## src/rtl/irrigacao_pkg.sv

```systemverilog
// ============================================================================
// Module      : irrigacao_pkg
// Description : Shared types and constants for the irrigation controller:
//               controller state encoding, water-level thermometer codes,
//               a level-validity check and a minutes-to-BCD helper.
// Revision    : 1.0 - initial release
// ============================================================================
`default_nettype none

package irrigacao_pkg;

    typedef enum logic [2:0] {
        OCIOSO      = 3'd0,
        ASPERSAO    = 3'd1,
        GOTEJAMENTO = 3'd2,
        ENCHENDO    = 3'd3,
        ERRO        = 3'd4
    } estado_t;

    // Water-level sensor thermometer codes
    localparam logic [2:0] NIVEL_VAZIO = 3'b000;
    localparam logic [2:0] NIVEL_BAIXO = 3'b001;
    localparam logic [2:0] NIVEL_MEDIO = 3'b011;
    localparam logic [2:0] NIVEL_CHEIO = 3'b111;

    // Only the four thermometer patterns are legal; anything else means a
    // broken sensor string.
    function automatic logic nivel_valido(input logic [2:0] nivel);
        return (nivel == NIVEL_VAZIO) || (nivel == NIVEL_BAIXO) ||
               (nivel == NIVEL_MEDIO) || (nivel == NIVEL_CHEIO);
    endfunction

    // Converts a 0..59 minute count to {tens, units} BCD.
    function automatic logic [7:0] minutos_para_bcd(input logic [5:0] minutos);
        logic [3:0] dezena;
        logic [3:0] unidade;
        dezena  = 4'(minutos / 6'd10);
        unidade = 4'(minutos % 6'd10);
        return {dezena, unidade};
    endfunction

endpackage : irrigacao_pkg

`default_nettype wire

```

## src/rtl/contador_regressivo_bcd.sv

```systemverilog
// ============================================================================
// Module      : contador_regressivo_bcd
// Description : mm:ss BCD down counter. Loads carga_min:00, decrements by one
//               second per tick and saturates at 00:00.
//               Priority: reset > clear > load > tick.
// Ports       : clock, reset       - clock / synchronous active-high reset
//               load, carga_min    - load carga_min:00 (binary minutes 1..59)
//               clear              - force 00:00
//               tick               - decrement one second
//               dez_min..uni_seg   - BCD digits
//               zero_proximo       - count is exactly 00:01
// Revision    : 1.0 - initial release
// ============================================================================
`default_nettype none

module contador_regressivo_bcd
    import irrigacao_pkg::*;
(
    input  logic       clock,
    input  logic       reset,
    input  logic       load,
    input  logic [5:0] carga_min,
    input  logic       clear,
    input  logic       tick,
    output logic [3:0] dez_min,
    output logic [3:0] uni_min,
    output logic [3:0] dez_seg,
    output logic [3:0] uni_seg,
    output logic       zero_proximo
);

    logic       em_zero;
    logic [7:0] carga_bcd;

    assign carga_bcd    = minutos_para_bcd(carga_min);
    assign em_zero      = (dez_min == 4'd0) && (uni_min == 4'd0) &&
                          (dez_seg == 4'd0) && (uni_seg == 4'd0);
    assign zero_proximo = (dez_min == 4'd0) && (uni_min == 4'd0) &&
                          (dez_seg == 4'd0) && (uni_seg == 4'd1);

    always_ff @(posedge clock) begin
        if (reset || clear) begin
            dez_min <= 4'd0;
            uni_min <= 4'd0;
            dez_seg <= 4'd0;
            uni_seg <= 4'd0;
        end else if (load) begin
            dez_min <= carga_bcd[7:4];
            uni_min <= carga_bcd[3:0];
            dez_seg <= 4'd0;
            uni_seg <= 4'd0;
        end else if (tick && !em_zero) begin
            // Borrow ripples seconds-units -> seconds-tens -> minutes-units
            // -> minutes-tens; the em_zero guard keeps dez_min from wrapping.
            if (uni_seg != 4'd0) begin
                uni_seg <= uni_seg - 4'd1;
            end else begin
                uni_seg <= 4'd9;
                if (dez_seg != 4'd0) begin
                    dez_seg <= dez_seg - 4'd1;
                end else begin
                    dez_seg <= 4'd5;
                    if (uni_min != 4'd0) begin
                        uni_min <= uni_min - 4'd1;
                    end else begin
                        uni_min <= 4'd9;
                        dez_min <= dez_min - 4'd1;
                    end
                end
            end
        end
    end

endmodule : contador_regressivo_bcd

`default_nettype wire

```

## src/rtl/controle_irrigacao.sv

```systemverilog
// ============================================================================
// Module      : controle_irrigacao
// Description : Irrigation controller FSM. Synchronises the humidity,
//               temperature and water-level sensors, chooses between
//               sprinkler, drip, tank filling and error, drives the valves
//               and alarm, and exposes the remaining irrigation time as
//               four BCD digits (mm:ss).
// Ports       : clock, reset          - clock / synchronous active-high reset
//               umSegundo             - 1-cycle pulse once per second
//               umidadeAr/Solo        - humidity sensors (async)
//               temperatura           - high-temperature sensor (async)
//               nivelDagua[2:0]       - thermometer-coded level (async)
//               valvulaEntrada, aspersor, gotejamento, alarme - registered
//               dezenaMinuto..unidadeSegundos - remaining time, BCD
// Config      : IRRIGACAO_ALARME_PISCA_EN - when defined, alarme toggles on
//               every umSegundo while in ERRO (starting at 1); otherwise it
//               is held at 1 for the whole of ERRO.
// Revision    : 1.0 - initial release
// ============================================================================
`default_nettype none

module controle_irrigacao
    import irrigacao_pkg::*;
#(
    parameter int TEMPO_ASPERSAO_MIN    = 15,
    parameter int TEMPO_GOTEJAMENTO_MIN = 30,
    parameter int ERRO_TICKS            = 3
) (
    input  logic       clock,
    input  logic       reset,
    input  logic       umSegundo,
    input  logic       umidadeAr,
    input  logic       umidadeSolo,
    input  logic       temperatura,
    input  logic [2:0] nivelDagua,
    output logic       valvulaEntrada,
    output logic       aspersor,
    output logic       gotejamento,
    output logic       alarme,
    output logic [3:0] dezenaMinuto,
    output logic [3:0] unidadeMinuto,
    output logic [3:0] dezenaSegundos,
    output logic [3:0] unidadeSegundos
);

    localparam logic [5:0] CARGA_ASPERSAO    = 6'(TEMPO_ASPERSAO_MIN);
    localparam logic [5:0] CARGA_GOTEJAMENTO = 6'(TEMPO_GOTEJAMENTO_MIN);
    localparam logic [3:0] ERRO_ULTIMO       = 4'(ERRO_TICKS - 1);

    // ------------------------------------------------------------------
    // Two-flop synchroniser: {umidadeAr, umidadeSolo, temperatura, nivel}
    // ------------------------------------------------------------------
    logic [5:0] sync_meta;
    logic [5:0] sync_est;

    always_ff @(posedge clock) begin
        if (reset) begin
            sync_meta <= 6'd0;
            sync_est  <= 6'd0;
        end else begin
            sync_meta <= {umidadeAr, umidadeSolo, temperatura, nivelDagua};
            sync_est  <= sync_meta;
        end
    end

    logic       ar_s;
    logic       solo_s;
    logic       temp_s;
    logic [2:0] nivel_s;
    logic       nivel_ok;

    assign ar_s     = sync_est[5];
    assign solo_s   = sync_est[4];
    assign temp_s   = sync_est[3];
    assign nivel_s  = sync_est[2:0];
    assign nivel_ok = nivel_valido(nivel_s);

    // ------------------------------------------------------------------
    // State machine
    // ------------------------------------------------------------------
    estado_t    estado;
    estado_t    estado_prox;
    logic [3:0] erro_cnt;
    logic       cnt_load;
    logic [5:0] cnt_carga;
    logic       cnt_clear;
    logic       cnt_tick;
    logic       zero_proximo;

    always_ff @(posedge clock) begin
        if (reset) begin
            estado <= OCIOSO;
        end else begin
            estado <= estado_prox;
        end
    end

    always_comb begin
        estado_prox = estado;
        cnt_load    = 1'b0;
        cnt_carga   = CARGA_ASPERSAO;
        cnt_tick    = 1'b0;

        unique case (estado)
            OCIOSO: begin
                if (!nivel_ok) begin
                    estado_prox = ERRO;
                end else if (nivel_s == NIVEL_VAZIO) begin
                    estado_prox = ENCHENDO;
                end else if (!solo_s) begin
                    cnt_load = 1'b1;
                    // Sprinkling needs at least a medium tank and hot or dry air
                    if (((nivel_s == NIVEL_MEDIO) || (nivel_s == NIVEL_CHEIO)) &&
                        (temp_s || !ar_s)) begin
                        estado_prox = ASPERSAO;
                        cnt_carga   = CARGA_ASPERSAO;
                    end else begin
                        estado_prox = GOTEJAMENTO;
                        cnt_carga   = CARGA_GOTEJAMENTO;
                    end
                end
            end

            ASPERSAO, GOTEJAMENTO: begin
                // Aborts are checked first so a coincident umSegundo is
                // ignored and never decrements the display.
                if (!nivel_ok) begin
                    estado_prox = ERRO;
                end else if (nivel_s == NIVEL_VAZIO) begin
                    estado_prox = ENCHENDO;
                end else if (solo_s) begin
                    estado_prox = OCIOSO;
                end else begin
                    cnt_tick = umSegundo;
                    if (umSegundo && zero_proximo) begin
                        estado_prox = OCIOSO;
                    end
                end
            end

            ENCHENDO: begin
                if (!nivel_ok) begin
                    estado_prox = ERRO;
                end else if (nivel_s == NIVEL_CHEIO) begin
                    estado_prox = OCIOSO;
                end
            end

            ERRO: begin
                if (nivel_ok && umSegundo && (erro_cnt == ERRO_ULTIMO)) begin
                    estado_prox = OCIOSO;
                end
            end

            default: estado_prox = OCIOSO;
        endcase
    end

    // Display is held at 00:00 whenever the next state is not irrigating;
    // this also produces 00:00 on the final countdown edge.
    assign cnt_clear = !((estado_prox == ASPERSAO) || (estado_prox == GOTEJAMENTO));

    // ERRO recovery counter: consecutive valid-level seconds
    always_ff @(posedge clock) begin
        if (reset) begin
            erro_cnt <= 4'd0;
        end else if ((estado != ERRO) || (estado_prox != ERRO) || !nivel_ok) begin
            erro_cnt <= 4'd0;
        end else if (umSegundo) begin
            erro_cnt <= erro_cnt + 4'd1;
        end
    end

    // ------------------------------------------------------------------
    // Registered outputs, decoded from the next state so they change on
    // the same edge as the state register.
    // ------------------------------------------------------------------
    always_ff @(posedge clock) begin
        if (reset) begin
            valvulaEntrada <= 1'b0;
            aspersor       <= 1'b0;
            gotejamento    <= 1'b0;
            alarme         <= 1'b0;
        end else begin
            valvulaEntrada <= (estado_prox == ENCHENDO);
            aspersor       <= (estado_prox == ASPERSAO);
            gotejamento    <= (estado_prox == GOTEJAMENTO);
`ifdef IRRIGACAO_ALARME_PISCA_EN
            if (estado_prox != ERRO) begin
                alarme <= 1'b0;
            end else if (estado != ERRO) begin
                alarme <= 1'b1;
            end else if (umSegundo) begin
                alarme <= ~alarme;
            end
`else
            alarme <= (estado_prox == ERRO);
`endif
        end
    end

    contador_regressivo_bcd u_contador (
        .clock        (clock),
        .reset        (reset),
        .load         (cnt_load),
        .carga_min    (cnt_carga),
        .clear        (cnt_clear),
        .tick         (cnt_tick),
        .dez_min      (dezenaMinuto),
        .uni_min      (unidadeMinuto),
        .dez_seg      (dezenaSegundos),
        .uni_seg      (unidadeSegundos),
        .zero_proximo (zero_proximo)
    );

endmodule : controle_irrigacao

`default_nettype wire

```

## config.mk

```make
export PLATFORM = sky130hd
export DESIGN_NAME = controle_irrigacao
export DESIGN_NICKNAME = d
export VERILOG_FILES = /design/src/rtl/irrigacao_pkg.sv /design/src/rtl/contador_regressivo_bcd.sv /design/src/rtl/controle_irrigacao.sv
export SDC_FILE = /design/constraint.sdc
export NUM_CORES = 1
export LEC_CHECK = 0
export BUFFER_PORTS_ARGS = -buffer_cell sky130_fd_sc_hd__buf_2
export CORE_MARGIN = 4
export CORE_UTILIZATION = 57
export DETAILED_ROUTE_END_ITERATION = 6
export PLACE_DENSITY = 0.87
export SYNTH_ARGS = -nofsm -noshare
export SYNTH_HDL_FRONTEND = slang
export SYNTH_HIERARCHICAL = 1
export SYNTH_SLANG_ARGS = --single-unit
export TNS_END_PERCENT = 20
```

## constraint.sdc

```tcl
create_clock -name clock -period 4.9 [get_ports clock]
set_clock_uncertainty 0.2 [all_clocks]
set_input_delay 0.98 -clock clock [delete_from_list [all_inputs] [get_ports clock]]
set_output_delay 0.98 -clock clock [all_outputs]
set_load 0.01 [all_outputs]
```

-- Word level (Yosys, flattened, before mapping)
Index checks and enable logic that the tools add are counted.
- div/mod/pow operators: 2
- equality and inequality tests: 18
- muxes and demuxes: 37
- add/sub/neg operators: 5
- reductions and logical operators: 38
- bitwise logic cells: 1
- operators by type and width (cell ; number):
    $mux 4 ; 12
    $mux 3 ; 10
    $mux 5 ; 5
    $logic_not 4->1 ; 4
    $sub 4x1->4 const B ; 4
    $eq 3x2->1 const B ; 5
    $pmux 3 s4 ; 1
    $reduce_bool 4->1 ; 3
    $eq 3x1->1 const B ; 3
    $eq 3x3->1 const B ; 3
    $logic_and 1x1->1 ; 9
    $logic_or 1x1->1 ; 9
    $mux 1 ; 8
    $div 6x4->6 const B ; 1
    $logic_not 3->1 ; 2
    $mod 6x4->6 const B ; 1
    $ne 2x2->1 const B ; 3
    $ne 3x3->1 const B ; 2
    $reduce_or 2->1 ; 3
    $add 4x1->4 const B ; 1
    $eq 4x1->1 const B ; 1
    $eq 4x2->1 const B ; 1
    $logic_not 1->1 ; 4
    $reduce_and 4->1 ; 1
    5 further kinds ; 5
- bits in registers: 39
- word-level logic and storage cells: 113

-- Logic depth before layout (Yosys ltp)
Gate-level depths: netlist of the first run.
- word-level depth: 15
- mapped depth: 15
- depth with buffers taken out: 13

-- Modules after synthesis
Netlist of the first run, hierarchy kept.
- by module, submodules not included (module ; sequential area each (um^2) ; cells each ; area each (um^2) ; times used):
    contador_regressivo_bcd ; 320.3 ; 134 ; 1099.8 ; 1
    controle_irrigacao ; 460.4 ; 97 ; 970.9 ; 1

-- Worst setup path after synthesis of the first run
OpenSTA, ideal clock, no wires.
- path type: input -> register
- start point: input port umSegundo
- end point: register u_contador.dez_min[1]
- setup time: 0.095 ns
- slack: 1.364 ns
- required time: 4.605 ns
- stages: 8
- arrival: 3.241 ns
- buffers on the path: 2
- cells stage by stage: clkbuf_1 -> nor4b_1 -> or3b_4 -> nor4b_4 -> and3_1 -> buf_6 -> mux2_2 -> a221oi_1
- elaborated cells between the ends (all ways): 21
- those cells by class: eq/ne: 2; mux: 10; reduce/logical: 9
- RTL lines (element ; RTL line ; RTL):
    start: declaration ; controle_irrigacao.sv:31 ; input logic umSegundo,
    $mux 1 ; controle_irrigacao.sv:131 ; end else if (solo_s) begin
    $mux 1 ; controle_irrigacao.sv:129 ; end else if (nivel_s == NIVEL_VAZIO) begin
    $mux 1 ; controle_irrigacao.sv:127 ; if (!nivel_ok) begin
    $mux 1 ; controle_irrigacao.sv:104 ; unique case (estado)
    via cnt_tick ; controle_irrigacao.sv:87 ; logic cnt_tick;
    $logic_and 1x1->1 ; contador_regressivo_bcd.sv:52 ; end else if (tick && !em_zero) begin
    $reduce_bool 2->1 (no source line) ; -- ;
    $reduce_and 4->1 (no source line) ; -- ;
    end signal: assignment ; contador_regressivo_bcd.sv:48 ; dez_min <= carga_bcd[7:4];
    end signal: assignment ; contador_regressivo_bcd.sv:67 ; dez_min <= dez_min - 4'd1;
    end: declaration ; contador_regressivo_bcd.sv:25 ; output logic [3:0] dez_min,
The timed path passes the listed nets, and every way through them passes these cells.
A chain may end at the register's enable or synchronous reset.

-- Worst setup path in the final report of the first run
- start point: register sync_est[1]
- end point: register u_contador.dez_min[1]
- elaborated cells between the ends (all ways): 45
- those cells by class: div: 1; eq/ne: 8; mux: 22; reduce/logical: 14
- RTL lines (element ; RTL line ; RTL):
    start: declaration ; controle_irrigacao.sv:54 ; logic [5:0] sync_est;
    start signal: assignment ; controle_irrigacao.sv:62 ; sync_est <= sync_meta;
    $eq 3x1->1 / $logic_not 3->1 (equally long branches) ; irrigacao_pkg.sv:29, controle_irrigacao.sv:129 ;
    $logic_or 1x1->1 (2 in a row) ; irrigacao_pkg.sv:29 ; return (nivel == NIVEL_VAZIO) || (nivel == NIVEL_BAIXO) ||
    $logic_or 1x1->1 ; irrigacao_pkg.sv:30 ; (nivel == NIVEL_MEDIO) || (nivel == NIVEL_CHEIO);
    $mux 1 (*) ; controle_irrigacao.sv:127 ;
    $mux 1 (*) ; controle_irrigacao.sv:104 ;
    via cnt_tick ; controle_irrigacao.sv:87 ;
    $logic_and 1x1->1 (*) ; contador_regressivo_bcd.sv:52 ;
    $reduce_bool 2->1 (no source line) (*) ; -- ;
    $reduce_and 4->1 (no source line) (*) ; -- ;
The timed path passes the listed nets; every way through them passes the cells marked *.

==> flow_summary_export.csv, run 1 <==
group,metric,value,unit
power,p_leak,0.9778,nW
final_layout,final_nets,284,
floorplan,io-pin-count,29,
clock_network,cts_tree,"yes",
clock_network,cts.sinks,39,
run,max-cap-violations,0,
floorplan,die_w,68.28,µm
drt,final_antenna_net_count,0,
setup_path,cp.arrival,3.76,ns
setup_path,critPathMaxFanout,9,
yosys,ys_seq_area_frac,0.3770,
final_layout,antennaDiodeCount,0,
final_layout,final_layout_size_suffix_gt1_frac,0.2066,
min_path,hold_path_class,"reg -> reg",
sta,fmax,269.6,MHz
drt,wl_per_cell,11.74,µm
yosys,synthCells,231,
floorplan,die_h,68.28,µm
floorplan,die-area,4661,µm²
yosys,synth_common_cells,"39 x dfxtp_1, 20 x nor2_1, 19 x nor2b_1",
final_layout,area_growth,12.63,%
floorplan,fp-row-count,21,
clock_network,cts.repair.resized,0,
yosys,synth_area_per_cell,8.964,µm²
sta,finalSetupViolCount,0,
yosys,yosysMostFrequentCell,"dfxtp_1",
clock_network,numCtsBuffers,5,
place,dp_hpwl,2.812,mm
yosys,netlist_area,2071,µm²
grt,grt_pass1_wl,6.596,mm
setup_path,critPathKind,"reg -> reg",
clock_network,cts_htree_levels,2,
floorplan,initial_core_util,0.6062,
clock_network,clockBufferDepth,2,
drt,viasPerCell,5.442,
yosys,ys_types,62,
drt,initialDrtViolationCount,174,
setup_path,crit_required,4.95,ns
clock_network,clock_tree.root_cell,"clkbuf_4",
drt,dr.pass1.iters,4,
yosys,yosys_warnings,6,
sta,fin_crit_sh,0.7569,
drt,drc,0,
power,power_density,305.4,nW/µm²
drt,dr_total_vias,1725,
grt,antenna_found_initial,0,
yosys,postSynth.asyncResetShare,0,
sta,drv_slew,0,
grt,grt_max_degree,20,
yosys,synth_top_area_share,0.3770,
grt,first_global_vias,1591,
sta,period_needed,3.709,ns
place,io_buffers,28,
clock_network,cts.clk_slew.worst_paths,0.12,ns
place,place.gp.congestion,0.9512,
clock_network,clock_latency,0.34,ns
grt,grt_overflow_total,0,
sta,fin_tns_setup,0,ns
yosys,yosys.area.top_type,"dfxtp_1",
power,vdd_drop_max,0.0002413,V
yosys,synth_edf_count,0,
sta,rsz0062_at_grt,"false",
setup_path,setup.worst_path.end_class,"flop",
sta,max_slew_margin,0.4091,
yosys,ys_ff_latch,39,
run_status,status,"completed",
power,total_power,0.0007123,W
yosys,synthFlopType,"dfxtp_1",
sta,tightest_slew,0.8790,ns
drt,totalWireLength,3.721,mm
clock_network,post_cts_buffers,0,
sta,final_hold_viol_count,0,
setup_path,startpoint_type,"flop",
yosys,synth_area_leaders,"dfxtp_1 38%, nor2b_1 5.7%, nor2_1 3.6%",
grt,grt_usage,0.1854,
clock_network,holdBufCountCts,0,
floorplan,core_area,3416,µm²
sta,whs,0.2398,ns
final_layout,fill_cells,280,
-- flip-flops by register name, indices dropped and copies added, names as in the netlist --
register	cells
valvulaEntrada	1
aspersor	1
sync_est	6
u_contador/dez_seg	4
gotejamento	1
u_contador/uni_seg	4
erro_cnt	4
sync_meta	6
estado	3
alarme	1
u_contador/uni_min	4
u_contador/dez_min	4
-- final cells by class --
class | instances | area [µm²] | share of cell area
multi-input combinational | 187 | 1252 | 0.5370
sequential | 39 | 780.7 | 0.3348
timing repair buffer | 28 | 140.1 | 0.06009
tap | 46 | 57.56 | 0.02468
clock buffer | 6 | 51.30 | 0.02200
inverter | 9 | 33.78 | 0.01448
clock inverter | 2 | 16.27 | 0.006974
-- stage by stage --
step                      cells    util  setup slack [ns]  area, µm²
final                       317  0.6828             1.191       2332
after global routing        317  0.6828            0.9423       2332
after CTS                   317  0.6828             1.222       2332
after detailed placement    309  0.6630             1.177       2265
after global placement      309  0.6630             1.298       2265
after floorplan             243       -             1.364       2116
-- worst max-delay path: stages (launching register included) --
cell and delay (ns):
dfxtp_1 0.40, nor2b_1 0.18, or4_1 0.53, nor4b_1 0.51
or3b_4 0.48, nor4b_4 0.35, and3_1 0.34, mux2_2 0.37
a221oi_1 0.27
-- where the power goes --
| part | switching, W | total (W) | internal (W) |
|---|---|---|---|
| clock network | 0.000106 | 0.000176 | 0.0000707 |
| logic | 0.000108 | 0.000183 | 0.0000755 |
| registers | 0.0000167 | 0.000353 | 0.000336 |
-- cell families after synthesis --
group / after synthesis / share of synthesized area
buffers and inverters: 17 / 0.03988
multiplexers: 6 / 0.03082
flip-flops: 39 / 0.3770
AND/OR/NAND/NOR: 102 / 0.2973
other: 2 / 0.003627
AO/OA/AOI/OAI: 49 / 0.1746
adder cells (fa/ha/maj): 5 / 0.03021
XOR/XNOR: 11 / 0.04652
-- path summary, 6_finish.rpt --
path,start,to,slack (ns),cells past startpoint
min reg2reg,sync_meta[1]$_SDFF_PP0_,sync_est[1]$_SDFF_PP0_,0.24,1
max reg2reg,sync_est[1]$_SDFF_PP0_,u_contador/dez_min[1]$_SDFFE_PP0P_,1.19,8
max,sync_est[1]$_SDFF_PP0_,u_contador/dez_min[1]$_SDFFE_PP0P_,1.19,8
min,sync_meta[1]$_SDFF_PP0_,sync_est[1]$_SDFF_PP0_,0.24,1
-- placed cells by master, fill, tap and decap left out, types with 2 or more instances in the layout --
cell	instances
a211oi_1	4
a21o_1	3
a21oi_1	13
a31oi_1	4
and3_1	2
buf_2	28
clkbuf_4	5
conb_1	14
dfxtp_1	39
ha_1	5
inv_1	8
mux2_2	3
mux2i_1	3
nand2_1	15
nand2b_1	4
nand3_1	3
nand4_1	3
nor2_1	20
nor2b_1	19
nor3_1	8
nor4_1	4
nor4_2	2
o21ai_0	8
o31ai_1	3
or2_2	2
or4_1	2
xnor2_1	6
xor2_1	5
-- routing by layer --
metal	global-route usage	part of all wire	up-vias
li1	-	-	901
met1	0.2310	0.49	766
met2	0.2924	0.43	44
met3	0.04269	0.048	14
met4	0.1042	0.028	0
met5	0	0	-
Power figures use the tool's default switching activity.
==> run 2, diff against run 1 <==
--- a/config.mk
+++ b/config.mk
@@ -5,11 +5,12 @@
 export SDC_FILE = /design/constraint.sdc
 export NUM_CORES = 1
 export LEC_CHECK = 0
+export ABC_AREA = 1
 export BUFFER_PORTS_ARGS = -buffer_cell sky130_fd_sc_hd__buf_2
 export CORE_MARGIN = 4
-export CORE_UTILIZATION = 57
+export CORE_UTILIZATION = 51
 export DETAILED_ROUTE_END_ITERATION = 6
-export PLACE_DENSITY = 0.87
+export PLACE_DENSITY = 0.83
 export SYNTH_ARGS = -nofsm -noshare
 export SYNTH_HDL_FRONTEND = slang
 export SYNTH_HIERARCHICAL = 1
==> constraint.sdc (replaced) <==
create_clock -name clock -period 3.05 [get_ports clock]
set_clock_uncertainty 0.2 [all_clocks]
set_input_delay 0.61 -clock clock [delete_from_list [all_inputs] [get_ports clock]]
set_output_delay 0.61 -clock clock [all_outputs]
set_load 0.01 [all_outputs]
==> run 2 against run 1 <==
Effect of this change: setup slack got worse by 0.92 ns; global-route usage fell by 2.0 points; area after synthesis rose by 1.0%; via count rose by 11%; critical endpoint is now u_contador/uni_seg[0]$_SDFFE_PP0P_; highest routed layer unchanged.
==> flow_summary_export.csv, run 2 <==
group,metric,value,unit
clock_network,clockBufferDepth,2,
clock_network,clock_latency,0.30,ns
clock_network,clock_tree.root_cell,"clkbuf_8",
drt,drc,0,
sta,max_slew_margin,0.6083,
final_layout,final_area,2449,µm²
setup_path,path_buf_inv,4,
setup_path,startpoint_type,"flop",
sta,fmax,359.4,MHz
drt,totalWireLength,3.969,mm
run,max-cap-violations,0,
power,pwr-share-clk,0.265,
final_layout,multi_input_area,1132,µm²
grt,first_global_vias,1710,
final_layout,final_nets,361,
final_layout,fin_util,0.6166,
drt,wl_met2,1.797,mm
yosys,synthCells,302,
clock_network,cts_htree_levels,2,
final_layout,reg_top3,"sync_est: 6 flops, sync_meta: 6 flops",
yosys,synth_common_cells,"54 x nand2_1, 51 x inv_1, 39 x dfxtp_1",
yosys,yosysMostFrequentCell,"nand2_1",
setup_path,worstReg2RegStart,"u_contador/dez_min[0]$_SDFFE_PP0P_",
final_layout,mostFrequentLayoutCell,"nand2_1",
setup_path,cpLargestDelayFamily,"simple AND/OR/NAND/NOR gates",
floorplan,fp-row-count,23,
power,power_density,544.3,nW/µm²
drt,wl_met1,1.864,mm
sta,final_hold_viol_count,0,
yosys,ys_seq_area_frac,0.3732,
floorplan,die_h,72.05,µm
yosys,synth_top_area_share,0.3732,
yosys,synthFlopType,"dfxtp_1",
run_status,status,"completed",
setup_path,slowest_stage,"dfxtp_1",
yosys,yosys_warnings,6,
grt,grt_pass1_wl,6.879,mm
sta,period_needed,2.782,ns
drt,wl_per_cell,9.972,µm
drt,viasPerCell,4.829,
setup_path,reg2reg_slack,0.27,ns
setup_path,path_depth,19,
sta,fin_crit_sh,0.9122,
grt,grt_max_degree,21,
power,p_int,0.0008547,W
floorplan,die_w,72.05,µm
floorplan,initial_core_util,0.5268,
min_path,hold_path_class,"reg -> reg",
place,io_buffers,28,
clock_network,numCtsBuffers,5,
clock_network,cts.sinks,39,
floorplan,io-pin-count,29,
final_layout,mostFrequentLayoutCells,"54 x nand2_1, 51 x inv_1, 39 x dfxtp_1",
setup_path,cp_common_cell,"nand2_1",
setup_path,r2r_cells,19,
drt,dr_total_vias,1922,
setup_path,cp_cell_sequence,"inv_1, ha_1, nor3b_2, nand3_2, nor4_1, nand2_1, nand3_1, nand2_1, nand3_1, nand2_1, nor2_1, nand2_1, nand2_1, inv_1, nor2_1, inv_1, nor2_2, inv_1, a21oi_1",
floorplan,core_area,3971,µm²
setup_path,setup.worst_path.end_class,"flop",
sta,drv_slew,0,
place,dp_cells,390,
final_layout,fill_cells,347,
yosys,synth_area_per_cell,6.927,µm²
final_layout,regArea,780.7,µm²
drt,initialDrtViolationCount,94,
setup_path,slowest_delay,0.32,ns
sta,tightest_slew,0.5831,ns
power,switchingPower,0.0004782,W
drt,routed.top_layer,"met4",
yosys,yosys.area.top_type,"dfxtp_1",
setup_path,cp-endpoint,"u_contador/uni_seg[0]$_SDFFE_PP0P_",
setup_path,cp.arrival,2.81,ns
yosys,postSynth.asyncResetShare,0,
power,seqPwrFrac,0.433,
power,vdd_drop_max,0.0003519,V
power,comb_power_share,0.302,
clock_network,post_cts_buffers,0,
drt,final_antenna_net_count,0,
final_layout,antennaDiodeCount,0,
yosys,netlist_area,2092,µm²
yosys,ys_types,33,
setup_path,crit_start,"u_contador/dez_min[0]$_SDFFE_PP0P_",
drt,dr_wl_met3,199,µm
floorplan,die-area,5190,µm²
setup_path,critPathMaxFanout,7,
drt,dr.pass1.iters,4,
final_layout,final_layout_size_suffix_gt1_frac,0.2241,
place,place.gp.congestion,0.8595,
power,p_leak,1.282,nW
yosys,ys_ff_latch,39,
setup_path,critPathKind,"reg -> reg",
place,dp_hpwl,3.010,mm
yosys,synth_area_leaders,"dfxtp_1 37%, nand2_1 9.7%, inv_1 9.2%",
power,swShare,0.3588,
final_layout,area_growth,17.05,%
clock_network,cts.clk_slew.worst_paths,0.08,ns
sta,finalSetupViolCount,0,
yosys,synth_edf_count,0,
setup_path,reg2reg_to,"u_contador/uni_seg[0]$_SDFFE_PP0P_",
final_layout,fin_cells,398,
setup_path,crit_required,3.07,ns
grt,grt_usage,0.1652,
clock_network,cts_tree,"yes",
grt,grt_overflow_total,0,
place,placed_cell_area,2338,µm²
grt,antenna_found_initial,0,
## run 2: cell count changes after synthesis, sizes merged, moves of 8 or more
| cell | delta |
|---|---|
| inv | +49 |
| nand2 | +49 |
| nor2 | +22 |
| nand3 | +20 |
| nor2b | -19 |
| a21oi | +8 |
| o21ai | +8 |
## run 2: power groups by stage
stage	clock, W	combinational (W)	sequential (W)
after CTS	0.000363	0.000385	0.000576
after global routing	0.000382	0.000456	0.000583
after detailed placement	0	0.000381	0.000588
after global placement	0	0.000375	0.000587
after floorplan	0	0.000280	0.000593
final	0.000353	0.000402	0.000578
## run 2: area by class of cell
cell class,instances,area share
flip-flops and latches,39,0.3189
well taps,50,0.02555
clock inverters,3,0.009709
repair buffers,31,0.06643
inverters,58,0.08891
clock buffers,5,0.02810
multi-input cells,212,0.4624
## run 2: logic make-up (layout without fill, tap and decap cells)
logic type | Yosys count | count (layout) | share of synthesized area
AOI/OAI and AO/OA | 43 | 43 | 0.1178
DFF | 39 | 39 | 0.3732
and+or+nand+nor | 148 | 148 | 0.3493
buffers and inverters | 62 | 97 | 0.1136
other | 2 | 13 | 0.003590
adders and majority gates | 5 | 5 | 0.02990
xor gates and xnor gates | 3 | 3 | 0.01256
## run 2: worst min-delay path: stages, from the launching register on
cell and delay, ns:
dfxtp_1 0.30, inv_1 0.04, nor2_1 0.03
## run 2: how the worst min path moves through the flow
| stage | endpoint | from | slack (ns) | cells past startpoint |
|---|---|---|---|---|
| after floorplan | sync_est[0]$_SDFF_PP0_ | sync_meta[0]$_SDFF_PP0_ | 0.19 | 2 |
| after global placement | sync_est[5]$_SDFF_PP0_ | sync_meta[5]$_SDFF_PP0_ | 0.19 | 2 |
| after detailed placement | sync_est[0]$_SDFF_PP0_ | sync_meta[0]$_SDFF_PP0_ | 0.19 | 2 |
| after CTS | sync_est[0]$_SDFF_PP0_ | sync_meta[0]$_SDFF_PP0_ | 0.20 | 2 |
| after global routing | sync_est[5]$_SDFF_PP0_ | sync_meta[5]$_SDFF_PP0_ | 0.22 | 2 |
| final | sync_est[3]$_SDFF_PP0_ | sync_meta[3]$_SDFF_PP0_ | 0.21 | 2 |
## run 2: per-stage QoR
stage	power [W]	setup TNS, ns	hold slack, ns	setup WS [ns]
floorplan	0.0008727	0	0.1883	0.3784
global placement	0.0009621	0	0.1898	0.3597
detailed placement	0.0009686	0	0.1931	0.2504
CTS	0.001324	0	0.2042	0.2005
global route	0.001420	-0.2517	0.2182	-0.05778
finish	0.001333	0	0.2052	0.2679
## run 2: what timing repair did
| item | 4_1_cts | 5_1_grt |
|---|---|---|
| setup endpoints to repair | 0 | 10 |
| hold buffers | 0 | 0 |
| resized for setup | 0 | 4 |
| hold endpoints to repair | 0 | 0 |
## run 2: layer usage
metal,vias up,GRT usage
met1,845,0.2034
met3,10,0.03878
li1,1027,-
met5,-,0
met4,0,0.08559
met2,40,0.2684
